<file path="src/rtl/combo_code_sender_if.sv">
// A/B nibble-pair bus between the code sender and the combination checker.
// master: the sender (drives A/B, busy, done; receives start/abort).
// slave : the controller/checker side (drives start/abort; observes the rest).
//   start  request to send the programmed code
//   abort  synchronous abort back to idle
//   A, B   checker digits (4 bits each)
//   busy   sender is mid-sequence
//   done   one-cycle pulse on normal completion
interface combo_code_sender_if;
  logic       start;
  logic       abort;
  logic [3:0] A;
  logic [3:0] B;
  logic       busy;
  logic       done;

  modport master (
    input  start,
    input  abort,
    output A,
    output B,
    output busy,
    output done
  );

  modport slave (
    output start,
    output abort,
    input  A,
    input  B,
    input  busy,
    input  done
  );
endinterface

</file>
<file path="src/rtl/combo_code_sender.sv">
// combo_code_sender: drives a programmed three-pair code onto the A/B bus of
// the combination checker, holds the last pair so the checker shows its
// verdict, then returns the bus to 0/0 so the checker restarts.
//
// Ports:
//   clock    rising-edge clock
//   reset    asynchronous, active-high reset
//   corrupt  (only with COMBO_CODE_SENDER_CORRUPT_EN) flips B[0] of the third
//            pair; sampled on the start edge and held for the whole sequence
//   bus      combo_code_sender_if.master: start/abort in; A, B, busy, done out
//   step     current pair index 0..2; 3 in HOLD/DONE/IDLE
//   HS       active-low 7-segment digit showing step ("-" for 3)
//
// Optional feature macro: COMBO_CODE_SENDER_CORRUPT_EN.
// All outputs are registered; they are computed from the next state.
module combo_code_sender #(
  parameter logic [7:0]  CODE0       = 8'h28,
  parameter logic [7:0]  CODE1       = 8'h19,
  parameter logic [7:0]  CODE2       = 8'h96,
  parameter int unsigned STEP_CYCLES = 1,
  parameter int unsigned HOLD_CYCLES = 4
) (
  input  logic                       clock,
  input  logic                       reset,
`ifdef COMBO_CODE_SENDER_CORRUPT_EN
  input  logic                       corrupt,
`endif
  combo_code_sender_if.master        bus,
  output logic [1:0]                 step,
  output logic [6:0]                 HS
);

  // Zero-length parameters are treated as one cycle.
  localparam int unsigned StepEff = (STEP_CYCLES == 0) ? 1 : STEP_CYCLES;
  localparam int unsigned HoldEff = (HOLD_CYCLES == 0) ? 1 : HOLD_CYCLES;
  localparam int unsigned MaxCyc  = (StepEff > HoldEff) ? StepEff : HoldEff;
  localparam int unsigned CntW    = (MaxCyc < 2) ? 1 : $clog2(MaxCyc);

  localparam logic [CntW-1:0] StepLoad = CntW'(StepEff - 1);
  localparam logic [CntW-1:0] HoldLoad = CntW'(HoldEff - 1);

  typedef enum logic [2:0] {
    StIdle,
    StSend0,
    StSend1,
    StSend2,
    StHold,
    StDone
  } state_e;

  state_e          state_q, state_d;
  logic [CntW-1:0] cnt_q, cnt_d;
  logic            corrupt_q, corrupt_d;
  logic [3:0]      a_q, a_d;
  logic [3:0]      b_q, b_d;
  logic            busy_q, busy_d;
  logic            done_q, done_d;
  logic [1:0]      step_q, step_d;
  logic [6:0]      hs_q, hs_d;
  logic [3:0]      b_last;

  logic corrupt_in;
`ifdef COMBO_CODE_SENDER_CORRUPT_EN
  assign corrupt_in = corrupt;
`else
  assign corrupt_in = 1'b0;
`endif

  // Third pair's B digit, optionally with bit 0 flipped for negative tests.
  assign b_last = CODE2[3:0] ^ {3'b000, corrupt_q};

  // Next-state logic.
  always_comb begin
    state_d   = state_q;
    cnt_d     = cnt_q;
    corrupt_d = corrupt_q;
    if (bus.abort) begin
      state_d = StIdle;
      cnt_d   = '0;
    end else begin
      unique case (state_q)
        StIdle: begin
          if (bus.start) begin
            state_d   = StSend0;
            cnt_d     = StepLoad;
            corrupt_d = corrupt_in;
          end
        end
        StSend0: begin
          if (cnt_q == '0) begin
            state_d = StSend1;
            cnt_d   = StepLoad;
          end else begin
            cnt_d = cnt_q - 1'b1;
          end
        end
        StSend1: begin
          if (cnt_q == '0) begin
            state_d = StSend2;
            cnt_d   = StepLoad;
          end else begin
            cnt_d = cnt_q - 1'b1;
          end
        end
        StSend2: begin
          if (cnt_q == '0) begin
            state_d = StHold;
            cnt_d   = HoldLoad;
          end else begin
            cnt_d = cnt_q - 1'b1;
          end
        end
        StHold: begin
          if (cnt_q == '0) begin
            state_d = StDone;
          end else begin
            cnt_d = cnt_q - 1'b1;
          end
        end
        StDone: begin
          state_d = StIdle;
          cnt_d   = '0;
        end
        default: begin
          state_d = StIdle;
          cnt_d   = '0;
        end
      endcase
    end
  end

  // Output values for the state being entered; registered below.
  always_comb begin
    a_d    = 4'h0;
    b_d    = 4'h0;
    busy_d = 1'b1;
    done_d = 1'b0;
    step_d = 2'd3;
    unique case (state_d)
      StIdle: busy_d = 1'b0;
      StSend0: begin
        a_d    = CODE0[7:4];
        b_d    = CODE0[3:0];
        step_d = 2'd0;
      end
      StSend1: begin
        a_d    = CODE1[7:4];
        b_d    = CODE1[3:0];
        step_d = 2'd1;
      end
      StSend2: begin
        a_d    = CODE2[7:4];
        b_d    = b_last;
        step_d = 2'd2;
      end
      StHold: begin
        a_d = CODE2[7:4];
        b_d = b_last;
      end
      StDone:  done_d = 1'b1;
      default: busy_d = 1'b0;
    endcase
  end

  // Digit decode, then inverted for the active-low display.
  always_comb begin
    hs_d = ~7'h40;
    unique case (step_d)
      2'd0:    hs_d = ~7'h3F;
      2'd1:    hs_d = ~7'h06;
      2'd2:    hs_d = ~7'h5B;
      default: hs_d = ~7'h40;
    endcase
  end

  always_ff @(posedge clock or posedge reset) begin
    if (reset) begin
      state_q   <= StIdle;
      cnt_q     <= '0;
      corrupt_q <= 1'b0;
      a_q       <= 4'h0;
      b_q       <= 4'h0;
      busy_q    <= 1'b0;
      done_q    <= 1'b0;
      step_q    <= 2'd3;
      hs_q      <= ~7'h40;
    end else begin
      state_q   <= state_d;
      cnt_q     <= cnt_d;
      corrupt_q <= corrupt_d;
      a_q       <= a_d;
      b_q       <= b_d;
      busy_q    <= busy_d;
      done_q    <= done_d;
      step_q    <= step_d;
      hs_q      <= hs_d;
    end
  end

  assign bus.A    = a_q;
  assign bus.B    = b_q;
  assign bus.busy = busy_q;
  assign bus.done = done_q;
  assign step     = step_q;
  assign HS       = hs_q;

endmodule

</file>
<file path="src/flat_wrapper.sv">
// flat-port wrapper written by rule: the top's interface ports become plain ports
module combo_code_sender_flat 
#(
  parameter logic [7:0]  CODE0       = 8'h28,
  parameter logic [7:0]  CODE1       = 8'h19,
  parameter logic [7:0]  CODE2       = 8'h96,
  parameter int unsigned STEP_CYCLES = 1,
  parameter int unsigned HOLD_CYCLES = 4
)
  (clock, reset, step, HS, bus_start, bus_abort, bus_A, bus_B, bus_busy, bus_done);
  combo_code_sender_if bus_i ();
  input  logic clock;
  input  logic reset;
  output logic [1:0] step;
  output logic [6:0] HS;
  input wire logic [$bits(bus_i.start)-1:0] bus_start;
  input wire logic [$bits(bus_i.abort)-1:0] bus_abort;
  output wire logic [$bits(bus_i.A)-1:0] bus_A;
  output wire logic [$bits(bus_i.B)-1:0] bus_B;
  output wire logic [$bits(bus_i.busy)-1:0] bus_busy;
  output wire logic [$bits(bus_i.done)-1:0] bus_done;
  assign bus_i.start = bus_start;
  assign bus_i.abort = bus_abort;
  assign bus_A = bus_i.A;
  assign bus_B = bus_i.B;
  assign bus_busy = bus_i.busy;
  assign bus_done = bus_i.done;
  combo_code_sender #(.CODE0(CODE0), .CODE1(CODE1), .CODE2(CODE2), .STEP_CYCLES(STEP_CYCLES), .HOLD_CYCLES(HOLD_CYCLES)) u_core (.clock(clock), .reset(reset), .bus(bus_i), .step(step), .HS(HS));
endmodule
</file>
<file path="config.mk">
export PLATFORM = sky130hd
export DESIGN_NAME = combo_code_sender_flat
export DESIGN_NICKNAME = d
export VERILOG_FILES = /design/src/rtl/combo_code_sender_if.sv /design/src/rtl/combo_code_sender.sv /design/src/flat_wrapper.sv
export SDC_FILE = /design/constraint.sdc
export NUM_CORES = 1
export LEC_CHECK = 0
export ABC_CLOCK_PERIOD_IN_PS = 1400
export BUFFER_PORTS_ARGS = -buffer_cell sky130_fd_sc_hd__buf_2
export CAP_MARGIN = 10
export CORE_UTILIZATION = 40
export CTS_CLUSTER_SIZE = 30
export DETAILED_ROUTE_END_ITERATION = 10
export HOLD_SLACK_MARGIN = 0.03
export PLACE_DENSITY = 0.68
export RECOVER_POWER = 100
export SLEW_MARGIN = 10
export SYNTH_ARGS = -nofsm -noshare
export SYNTH_HDL_FRONTEND = slang
export SYNTH_SLANG_ARGS = --single-unit
export TNS_END_PERCENT = 20
</file>
<file path="constraint.sdc">
create_clock -name clock -period 1.4 [get_ports clock]
set_input_delay 0.28 -clock clock [delete_from_list [all_inputs] [get_ports clock]]
set_output_delay 0.28 -clock clock [all_outputs]
set_load 0.01 [all_outputs]
</file>
==> flow_metrics.env <==
export IMPL_status="finished, violations left"
export IMPL_violations="negative setup slack"
export IMPL_coreArea_mm2=0.00219
export IMPL_setup_tns_ns=-0.00344
export IMPL_dp_hpwl_um=1440
export IMPL_gp_congestion=0.846
export IMPL_rows=17
export IMPL_synth_cells=93
export IMPL_hold_depth=2
export IMPL_cts_buffers=3
export IMPL_ant_nets=0
export IMPL_p_switching_mw=0.843
export IMPL_crit_arrival_ns=1.60
export IMPL_syn_nets=100
export IMPL_reg2reg_depth=3
export IMPL_grt_util_met3_pct=3.70
export IMPL_globalRouteMet1Util_pct=19.4
export IMPL_io_buffers=21
export IMPL_r2r_start="u_core.state_q[0]$_DFF_PP0_"
export IMPL_overflow=0
export IMPL_drt_iter0_markers=8
export IMPL_grt_use_met2_pct=31.3
export IMPL_grt_pass1_wl_um=3230
export IMPL_endpoint_kind="register"
export IMPL_fin_skew_ns=0.00146
export IMPL_seqPwrFrac_pct=33.8
export IMPL_worst_slack_ns=-0.00344
export IMPL_ys_top_cells_by_count="dfrtp_1 (13), buf_4 (7), inv_1 (6), nor2_1 (6)"
export IMPL_r2r_end="u_core.cnt_q[0]$_DFFE_PP0P_"
export IMPL_ys_seq_elements=17
export IMPL_yosysMostFrequentCell="dfrtp_1"
export IMPL_dr_total_vias=777
export IMPL_synth_area_leader_cell="dfrtp_1"
export IMPL_antenna_found_initial=0
export IMPL_cts_sinks=17
export IMPL_muxShareOfSynthArea_pct=0
export IMPL_synth_top_family_by_area="simple AND/OR/NAND/NOR gates"
export IMPL_ff2ff_setup_slack_ns=-0.003
export IMPL_max_freq_ghz=0.713
export IMPL_via_per_inst=5.05
export IMPL_maxCapViolCount=0
export IMPL_nets=134
export IMPL_synth_edf_count=0
export IMPL_yosysTopAreaCellShare_pct=35.3
export IMPL_start_util_pct=42.0
export IMPL_start_kind="register"
export IMPL_synthTopCellsByArea="dfrtp_1 (35%), dfstp_2 (11%), buf_4 (5.7%)"
export IMPL_drive_above_1_share_pct=42.1
export IMPL_async_flop_share_pct=100
export IMPL_holdPathEnd="u_core.cnt_q[1]$_DFFE_PP0P_"
export IMPL_hold_ws_ns=0.274
export IMPL_die_h_um=50.0
export IMPL_setup_viol=1
export IMPL_path_class="reg -> reg"
export IMPL_crit_fanout=8
export IMPL_vdd_drop_max_uv=911
export IMPL_synth_compound_area_share_pct=16.2
export IMPL_final_max_slew_viol_count=0
export IMPL_p_comb_share_pct=54.5
export IMPL_crit_required_ns=1.59
export IMPL_die_area_mm2=0.00250
export IMPL_diodes=0
export IMPL_grt_max_degree=18
export IMPL_cts_tree="built"
export IMPL_hp_class="in -> reg"
export IMPL_sw_frac_of_total_pct=37.8
export IMPL_detail_route_wl_per_cell_um=13.0
export IMPL_wirelength_um=2000
export IMPL_area_delta_synth_final_pct=28.8
export IMPL_power_density_mw_per_mm2=1880
export IMPL_die_w_um=50.0
export IMPL_avgSynthCellArea_um2=9.90
export IMPL_netlist_area_um2=921
export IMPL_yosys_area_share_simple_pct=19.6
export IMPL_ioPinCount=23
export IMPL_synth_xor_area_share_pct=0.951
export IMPL_synth_cell_types=38
export IMPL_synthAdderAreaFrac_pct=4.08
export IMPL_hp_start="bus_abort"
export IMPL_ys_seq_area_share_pct=46.7
export IMPL_yosysWarnings=0
export IMPL_final_util_pct=54.1
export IMPL_min_period_ns=1.40
export IMPL_timing_final_crit_share_pct=100
export IMPL_grt_util_all_layers_pct=17.5
export IMPL_pwr_share_clk_pct=11.7
export IMPL_rsz0062_at_grt="true"
export IMPL_firstDrtPassIters=4
export IMPL_clk_latency_ns=0.28
export IMPL_cts_buffer_depth=2
export IMPL_synth_ff_type="dfrtp_1"
export IMPL_hold_violations=0
export IMPL_top_usage_layer="met2"
export IMPL_cts_root_buf="clkbuf_4"
export IMPL_leakage_nw=0.521
export IMPL_clk_pin_slew_ns=0.09
export IMPL_h_tree_depth=1
export IMPL_post_route_drc_count=0
export IMPL_grt_pass1_vias=757
export IMPL_internal_power_mw=1.39
layout make-up:
cell class | instances | area (um2)
tap | 28 | 35.0
fill | 213 | 1000
inverter | 6 | 22.5
sequential | 17 | 434
timing repair buffer | 43 | 255
clock buffer | 4 | 26.3
multi-input combinational | 56 | 413
power groups by stage:
stage                     Clock, mW  Sequential (mW)  Combinational [mW]
after global placement            0            0.745                1.11
after detailed placement          0            0.754                1.14
after floorplan                   0            0.775               0.759
after CTS                     0.274            0.754                1.18
after global routing          0.292            0.770                1.33
final                         0.260            0.753                1.22
worst max-delay path by stage:
stage / cells past startpoint / slack [ns] / to / startpoint
6_report: 3 / -0.003 / u_core.cnt_q[0]$_DFFE_PP0P_ / u_core.state_q[0]$_DFF_PP0_
5_1_grt: 5 / -0.03 / u_core.cnt_q[0]$_DFFE_PP0P_ / u_core.cnt_q[0]$_DFFE_PP0P_
4_1_cts: 3 / -0.02 / u_core.cnt_q[0]$_DFFE_PP0P_ / u_core.state_q[0]$_DFF_PP0_
2_1_floorplan: 5 / -0.005 / u_core.state_q[0]$_DFF_PP0_ / u_core.cnt_q[0]$_DFFE_PP0P_
3_3_place_gp: 5 / -0.03 / u_core.cnt_q[0]$_DFFE_PP0P_ / u_core.cnt_q[0]$_DFFE_PP0P_
3_5_place_dp: 5 / -0.09 / u_core.cnt_q[0]$_DFFE_PP0P_ / u_core.cnt_q[1]$_DFFE_PP0P_
layer usage:
metal	vias up	wire length, um
li1	380	-
met2	23	1040
met1	374	887
met4	0	0
met5	-	0
met3	0	79
flip-flops by register name (all words and copies together), names as in the netlist:
signal	flops
u_core.step	1
u_core.bus.B	3
u_core.cnt_q	2
u_core.bus.done	1
u_core.bus.A	2
u_core.bus.busy	1
u_core.state_q	3
u_core.HS	4
critical path, cell delays in order (launching register included):
cell and delay (ns):
dfrtp_2 0.47, or2_4 0.26, or3_1 0.37, a311oi_1 0.21
timing repair:
action,4_1_cts,5_1_grt
gates resized for setup,5,5
endpoints found under the setup margin,9,5
pin swaps,0,2
endpoints found under the hold margin,13,0
buffers inserted,0,2
hold buffers,1,0
cell families after synthesis:
group | Yosys count
flip-flops | 17
other | 1
adder cells (fa/ha/maj) | 3
buffers and inverters | 20
AO/OA/AOI/OAI | 20
XOR/XNOR | 1
AND/OR/NAND/NOR | 31
metrics by stage:
step	setup slack, ns	total power, mW	cells	instance area (um2)
4_1_cts	-0.0241	2.21	152	1170
2_1_floorplan	-0.00479	1.53	93	943
3_5_place_dp	-0.0850	1.89	147	1120
5_1_grt	-0.0348	2.39	154	1190
6_report	-0.00344	2.23	154	1190
3_3_place_gp	-0.0313	1.85	147	1120
cells in the final DEF (no fill, tap or decap), drive strengths merged, types with 2 or more instances in the layout:
cell,netlist,routed
o21ai,3,3
inv,6,6
buf,10,29
nor4,2,2
dfstp,4,4
nand2,4,4
a211oi,2,2
a31oi,2,2
o22a,2,2
nand2b,2,2
a21oi,4,4
nor2b,3,3
clkbuf,4,17
or3,2,2
or2,2,2
nor2,6,6
nand3,2,2
dfrtp,13,13
and2,2,2
ha,3,3
or3b,2,2
Power figures use the tool's default switching activity.
